**src/rtl/vending_controller.sv**
```systemverilog
// Vending machine sequencer: owns the money total, inactivity timer and
// IDLE/ACTIVE/RETURN state machine; pays change greedily one coin per cycle.
//
// state    | meaning
// S_IDLE   | no credit, waiting for the first accepted coin
// S_ACTIVE | credit held, coins and selections served, timer running
// S_RETURN | paying out change, largest coin first, inputs ignored
module vending_controller #(
  parameter int kNumCoins  = 3,
  parameter int kNumItems  = 4,
  parameter int kTotalBits = 31,
  parameter int kWaitTime  = 100,
  parameter int kTimerBits = 32
) (
  input  logic                  clk,
  input  logic                  reset_n,
  input  logic [kNumCoins-1:0]  i_input_coin,
  input  logic [kNumItems-1:0]  i_select_item,
  input  logic                  i_trigger_return,
  output logic [kNumItems-1:0]  o_available_item,
  output logic [kNumItems-1:0]  o_output_item,
  output logic [kNumCoins-1:0]  o_return_coin,
  output logic [kTotalBits-1:0] o_current_total,
  output logic                  o_busy
);

  typedef enum logic [1:0] {S_IDLE, S_ACTIVE, S_RETURN} state_t;

  // Coin values must stay in ascending order: change selection relies on it.
  localparam logic [kTotalBits-1:0] kCoinValue [kNumCoins] =
    '{kTotalBits'(100), kTotalBits'(500), kTotalBits'(1000)};
  localparam logic [kTotalBits-1:0] kItemPrice [kNumItems] =
    '{kTotalBits'(400), kTotalBits'(500), kTotalBits'(1000), kTotalBits'(2000)};
  localparam logic [kTimerBits-1:0] kTimerLoad = kTimerBits'(kWaitTime);

  state_t                state_q, state_d;
  logic [kTotalBits-1:0] total_q, total_d;
  logic [kTimerBits-1:0] timer_q, timer_d;
  logic [kNumItems-1:0]  item_q, item_d;

  logic [kTotalBits:0]   coin_sum, add_sum;
  logic                  accept;
  logic [kNumItems-1:0]  req, serve_onehot;
  logic                  serve;
  logic [kTotalBits-1:0] price;
  logic [kNumCoins-1:0]  ret_coin;
  logic [kTotalBits-1:0] ret_value;

  always_ff @(posedge clk or negedge reset_n) begin
    if (!reset_n) begin
      state_q <= S_IDLE;
      total_q <= '0;
      timer_q <= kTimerLoad;
      item_q  <= '0;
    end else begin
      state_q <= state_d;
      total_q <= total_d;
      timer_q <= timer_d;
      item_q  <= item_d;
    end
  end

  // Sum is one bit wider than the total so overflow shows up as the carry.
  always_comb begin
    coin_sum = '0;
    for (int i = 0; i < kNumCoins; i++) begin
      if (i_input_coin[i]) coin_sum = coin_sum + {1'b0, kCoinValue[i]};
    end
    add_sum = {1'b0, total_q} + coin_sum;
    accept  = (coin_sum != '0) && !add_sum[kTotalBits] && (state_q != S_RETURN);
  end

  always_comb begin
    req          = i_select_item & o_available_item;
    serve_onehot = req & (~req + kNumItems'(1));
    serve        = (state_q == S_ACTIVE) && !i_trigger_return && (req != '0);
    price        = '0;
    for (int i = 0; i < kNumItems; i++) begin
      if (serve_onehot[i]) price = kItemPrice[i];
    end
  end

  always_comb begin
    logic [kTotalBits-1:0] next_total;
    next_total = '0;
    state_d    = state_q;
    total_d    = total_q;
    timer_d    = timer_q;
    item_d     = '0;
    case (state_q)
      S_IDLE: begin
        timer_d = kTimerLoad;
        if (accept) begin
          total_d = add_sum[kTotalBits-1:0];
          state_d = S_ACTIVE;
        end
      end
      S_ACTIVE: begin
        next_total = accept ? add_sum[kTotalBits-1:0] : total_q;
        if (serve) begin
          next_total = next_total - price;
          item_d     = serve_onehot;
        end
        total_d = next_total;
        if (i_trigger_return) begin
          state_d = S_RETURN;
        end else if (serve && next_total == '0) begin
          state_d = S_IDLE;
          timer_d = kTimerLoad;
        end else if (accept || serve) begin
          timer_d = kTimerLoad;
        end else if (timer_q == '0) begin
          state_d = S_RETURN;
        end else begin
          timer_d = timer_q - kTimerBits'(1);
        end
      end
      S_RETURN: begin
        timer_d = kTimerLoad;
        // A remainder below the smallest coin cannot be paid and is dropped.
        if (total_q < kCoinValue[0]) begin
          total_d = '0;
          state_d = S_IDLE;
        end else begin
          next_total = total_q - ret_value;
          total_d    = next_total;
          if (next_total == '0) state_d = S_IDLE;
        end
      end
      default: begin
        state_d = S_IDLE;
        total_d = '0;
        timer_d = kTimerLoad;
      end
    endcase
  end

  always_comb begin
    ret_coin  = '0;
    ret_value = '0;
    for (int i = 0; i < kNumCoins; i++) begin
      if (total_q >= kCoinValue[i]) begin
        ret_coin    = '0;
        ret_coin[i] = 1'b1;
        ret_value   = kCoinValue[i];
      end
    end
    for (int i = 0; i < kNumItems; i++) begin
      o_available_item[i] = (state_q != S_RETURN) && (total_q >= kItemPrice[i]);
    end
    o_return_coin   = (state_q == S_RETURN) ? ret_coin : '0;
    o_busy          = (state_q == S_RETURN);
    o_output_item   = item_q;
    o_current_total = total_q;
  end

endmodule

```
**config.mk**
```make
export PLATFORM = sky130hd
export DESIGN_NAME = vending_controller
export DESIGN_NICKNAME = d
export VERILOG_FILES = /design/src/rtl/vending_controller.sv
export SDC_FILE = /design/constraint.sdc
export NUM_CORES = 1
export LEC_CHECK = 0
export ABC_AREA = 1
export CAP_MARGIN = 0
export CORE_ASPECT_RATIO = 0.9
export CORE_MARGIN = 8
export CORE_UTILIZATION = 39
export CTS_CLUSTER_SIZE = 8
export DETAILED_ROUTE_END_ITERATION = 16
export DONT_BUFFER_PORTS = 1
export PLACE_DENSITY = 0.52
export SLEW_MARGIN = 40
export SYNTH_ARGS = -nofsm -noshare
export SYNTH_HDL_FRONTEND = slang
export SYNTH_SLANG_ARGS = --single-unit
```
**constraint.sdc**
```tcl
create_clock -name clk -period 4.9 [get_ports clk]
set_clock_uncertainty 0.1 [all_clocks]
set_input_delay 0.49 -clock clk [delete_from_list [all_inputs] [get_ports clk]]
set_output_delay 0.49 -clock clk [all_outputs]
set_load 0.005 [all_outputs]
```
==> reports/qor.log <==
INFO  run_status     status=completed
INFO  grt            grt_usage=0.216
INFO  setup_path     startpoint_type=register
INFO  routing        detailroute.via_count=8479
INFO  setup_path     required_time_of_the_critical_path=5.07ns
INFO  die            dieWidth=168um
INFO  setup_path     worstSetupEndpointType=register
INFO  grt            grt-ovfl-total=0
INFO  grt            first_pass_grt_wire_length=44300um
INFO  routing        detailedRoute.firstIterationViolations=747
INFO  synth          netlist-cell-type-count=58
INFO  setup_path     critical-path-slowest-cell=fa_1
INFO  cells_and_area final_layout_size_suffix_gt1_frac=0.143
INFO  routing        average_wire_per_standard_cell=17.0um
INFO  cells_and_area layout-area-overhead-vs-synth=11.8%
INFO  placement      gp_congestion=0.932
INFO  routing        route.antenna.remaining_nets=0
INFO  routing        firstDrtPassIters=5
INFO  setup_path     worst-path-max-fanout=4
INFO  synth          synth_area_leader_cell=dfrtp_1
INFO  die            number_of_primary_i_o_pins=53
INFO  setup_path     crit_family=simple AND/OR/NAND/NOR gates
INFO  clock_network  tritoncts=yes
INFO  synth          syn_area=8130squm
INFO  synth          yosys_register_bits=67
INFO  cells_and_area finalNetCount=1399
INFO  power          power.leakage=0.00464uW
INFO  synth          synth.cells.most_frequent=nand2_1, inv_1, nor2_1
INFO  placement      post_dp_cell_area=8700squm
INFO  placement      place.detailed.hpwl=22300um
INFO  sta            finalWorstPathRequiredPeriod=4.63ns
INFO  sta            setup_violations=0
INFO  job            maxCapViolCount=0
INFO  grt            grt_antenna_before_repair=0
INFO  sta            final.period_utilization=0.945
INFO  placement      numPortBuffers=0
INFO  routing        drt-vias-per-instance=5.23
INFO  power          power.switching=3510uW
INFO  synth          syn_avg_cell_area=6.18squm
INFO  synth          post-synth-top-area-fraction=0.197
INFO  power          comb_power_share=0.758
INFO  sta            number_of_max_slew_violations_in_the_final_report=0
INFO  synth          synth-edff-count=0
INFO  clock_network  clk_latency=0.34ns
INFO  die            core=20600squm
INFO  routing        route.detailed.drc=0
INFO  clock_network  ctsLongestPathBuffers=2
INFO  sta            hold_viol=0
INFO  power          p_seq_frac=0.131
INFO  synth          synth-async-reset-ratio=1.00
INFO  synth          synth.yosys.seq_area_share=0.207
INFO  clock_network  root_buffer=clkbuf_16
INFO  grt            grt_max_degree=68
INFO  routing        detail_route.wirelength=27600um
INFO  synth          synth_warnings=0
INFO  power          internal-power=2610uW
INFO  clock_network  clk_transition_reported_paths=0.06ns
INFO  min_path       hold_path_class=primary input to register
INFO  power          power_frac_clock=0.110
INFO  setup_path     critical_path.n_buffers_inverters=2
INFO  clock_network  cts_made_buffers=9
INFO  sta            worst_pin_slew=0.650ns
INFO  setup_path     cp-startpoint=o_current_total[23]$_DFF_PN0_
INFO  synth          synthTopCellsByArea=dfrtp_1, nand2_1, inv_1
INFO  synth          synthesis.instances=1316
INFO  sta            maxSlewHeadroom=0.566
INFO  die            floorplan.initialDensity=0.394
INFO  die            fp.dieArea=25700squm
INFO  power          powerDensity=674nW/um^2
INFO  clock_network  cts_post_setup_buffers_inserted=0
INFO  setup_path     worst_path_largest_cell_delay=0.42ns
INFO  die            std_cell_rows=50
INFO  synth          most_frequently_used_cell_type_in_the_post_synthesis_netlist=nand2_1
INFO  setup_path     timing.setup.critical_path_class=register to register
INFO  sta            fmax=0.216GHz
INFO  grt            grt_pass1_vias=7882
INFO  die            die_y=153um
INFO  sta            timing.setup.tns=0ns
INFO  synth          synth_top_flop_cell=dfrtp_1
INFO  setup_path     worstReg2RegStart=o_current_total[23]$_DFF_PN0_
INFO  power          total_power=6130uW
INFO  clock_network  cts.htree.levels=3
INFO  power          netSwitchingFraction=0.574
INFO  setup_path     critPathArrivalTime=4.80ns
INFO  sta            grt_setup_unrepaired=false
INFO  power          vdd.ir_drop.worst=0.374mV
INFO  clock_network  clock-sinks=67
INFO  cells_and_area insertedDiodeCount=0
INFO  cells_and_area stdcell_area=9090squm
INFO  setup_path     path_common_cell=nand2_1
INFO  min_path       min_from=i_select_item[0]
registers in the layout, indices dropped and copies added, names as in the netlist:
register / cells
o_current_total: 29
state_q: 2
timer_q: 32
o_output_item: 4
final cells by class:
cell class	count	area, sq um
clock inverter	7	76.3
clock buffer	9	225
inverter	207	779
sequential	67	1680
timing repair buffer	65	510
tap	260	325
multi-input combinational	1007	5500
fill	2208	11600
metal layers:
layer	vias up	GRT usage	part of all wire
met3	30	0.0396	0.069
met5	-	0	0
met2	280	0.317	0.41
met1	3897	0.318	0.50
li1	4272	-	-
met4	0	0.0531	0.016
cell families (layout without fill, tap and decap cells):
logic type | after synthesis | after routing | synth area share
AO/OA/AOI/OAI | 130 | 130 | 0.101
XOR/XNOR | 65 | 65 | 0.0719
adder cells (fa/ha/maj) | 32 | 32 | 0.0520
buffers and inverters | 243 | 288 | 0.124
flip-flops | 67 | 67 | 0.207
other | 1 | 2 | 0.000461
AND/OR/NAND/NOR | 778 | 778 | 0.443
power groups by stage:
| stage | sequential, uW | combinational, uW | clock (uW) |
|---|---|---|---|
| finish | 805 | 4640 | 676 |
| detailed placement | 817 | 4520 | 0 |
| global route | 823 | 5180 | 712 |
| floorplan | 815 | 3140 | 0 |
| global placement | 821 | 4550 | 0 |
| CTS | 809 | 4550 | 686 |
cell usage in the layout (no fill, tap or decap), types with 3 or more instances in the layout:
| cell type | synthesis | routed |
|---|---|---|
| o21ai_1 | 8 | 10 |
| inv_2 | 17 | 17 |
| o211ai_1 | 5 | 5 |
| nand2_4 | 7 | 7 |
| nand3b_1 | 7 | 7 |
| nor2_1 | 157 | 154 |
| nor2_8 | 3 | 3 |
| nand3_2 | 8 | 9 |
| nor2_2 | 18 | 20 |
| o21bai_1 | 3 | 3 |
| clkbuf_16 | 0 | 9 |
| o21ai_0 | 32 | 27 |
| a22oi_1 | 3 | 3 |
| nand4_1 | 26 | 26 |
| xor2_2 | 2 | 3 |
| o221ai_1 | 20 | 20 |
| nor4_1 | 12 | 11 |
| dfrtp_1 | 64 | 64 |
| a21oi_1 | 29 | 28 |
| o22ai_1 | 19 | 19 |
| dfstp_2 | 3 | 3 |
| nor2_4 | 10 | 11 |
| nor3_1 | 20 | 19 |
| fa_1 | 3 | 3 |
| nand3_1 | 99 | 98 |
| ha_1 | 29 | 29 |
| nand2_2 | 22 | 23 |
| xor2_1 | 52 | 51 |
| inv_1 | 187 | 187 |
| xnor2_1 | 11 | 11 |
| buf_4 | 9 | 63 |
| nand2_1 | 378 | 377 |
| o21ai_2 | 2 | 5 |
what timing repair did:
action	in CTS	in global routing
resized for setup	0	17
hold endpoints to repair	67	0
hold buffers	2	0
setup endpoints to repair	0	2
stage by stage:
step | util | hold WS, ns | worst slack (ns) | instances
2_1_floorplan | - | 0.0944 | 0.183 | 1317
3_3_place_gp | 0.421 | 0.0968 | -0.0313 | 1604
3_5_place_dp | 0.422 | 0.0971 | -0.0977 | 1604
4_1_cts | 0.438 | 0.202 | 0.162 | 1622
5_1_grt | 0.440 | 0.204 | 0.0218 | 1622
6_report | 0.440 | 0.210 | 0.269 | 1622
final timing paths:
kind / to / slack, ns / cells after the start
setup / recovery: state_q[0]$_DFFE_PN0P_ / 0.27 / 27
hold / removal: o_output_item[0]$_DFF_PN0_ / 0.21 / 2
setup reg to reg: state_q[0]$_DFFE_PN0P_ / 0.27 / 27
hold reg to reg: timer_q[2]$_DFFE_PN1P_ / 0.44 / 2
max in group asynchronous: timer_q[2]$_DFFE_PN1P_ / 3.72 / 2
min in group asynchronous: o_current_total[15]$_DFF_PN0_ / 0.64 / 2
worst reg2reg max path: stages, from the launching register on:
cell     delay, ns
dfrtp_1       0.40
nor2_1        0.15
nand2_1       0.12
inv_2         0.07
nand2_1       0.16
nor2_4        0.19
nand4_1       0.09
nor4_1        0.19
buf_4         0.19
nor2_1        0.05
ha_1          0.20
fa_1          0.42
o21ai_2       0.20
nand3_1       0.09
nand2_1       0.12
nand2_1       0.06
nand2_1       0.08
a21oi_2       0.09
nand2_1       0.22
xor2_1        0.22
nand2_1       0.08
nor3_1        0.33
nand3_1       0.12
nor3_1        0.20
nand4_1       0.14
nand2_1       0.09
nand2_1       0.10
o21ai_2       0.12
(Power assumes the default switching activity.)
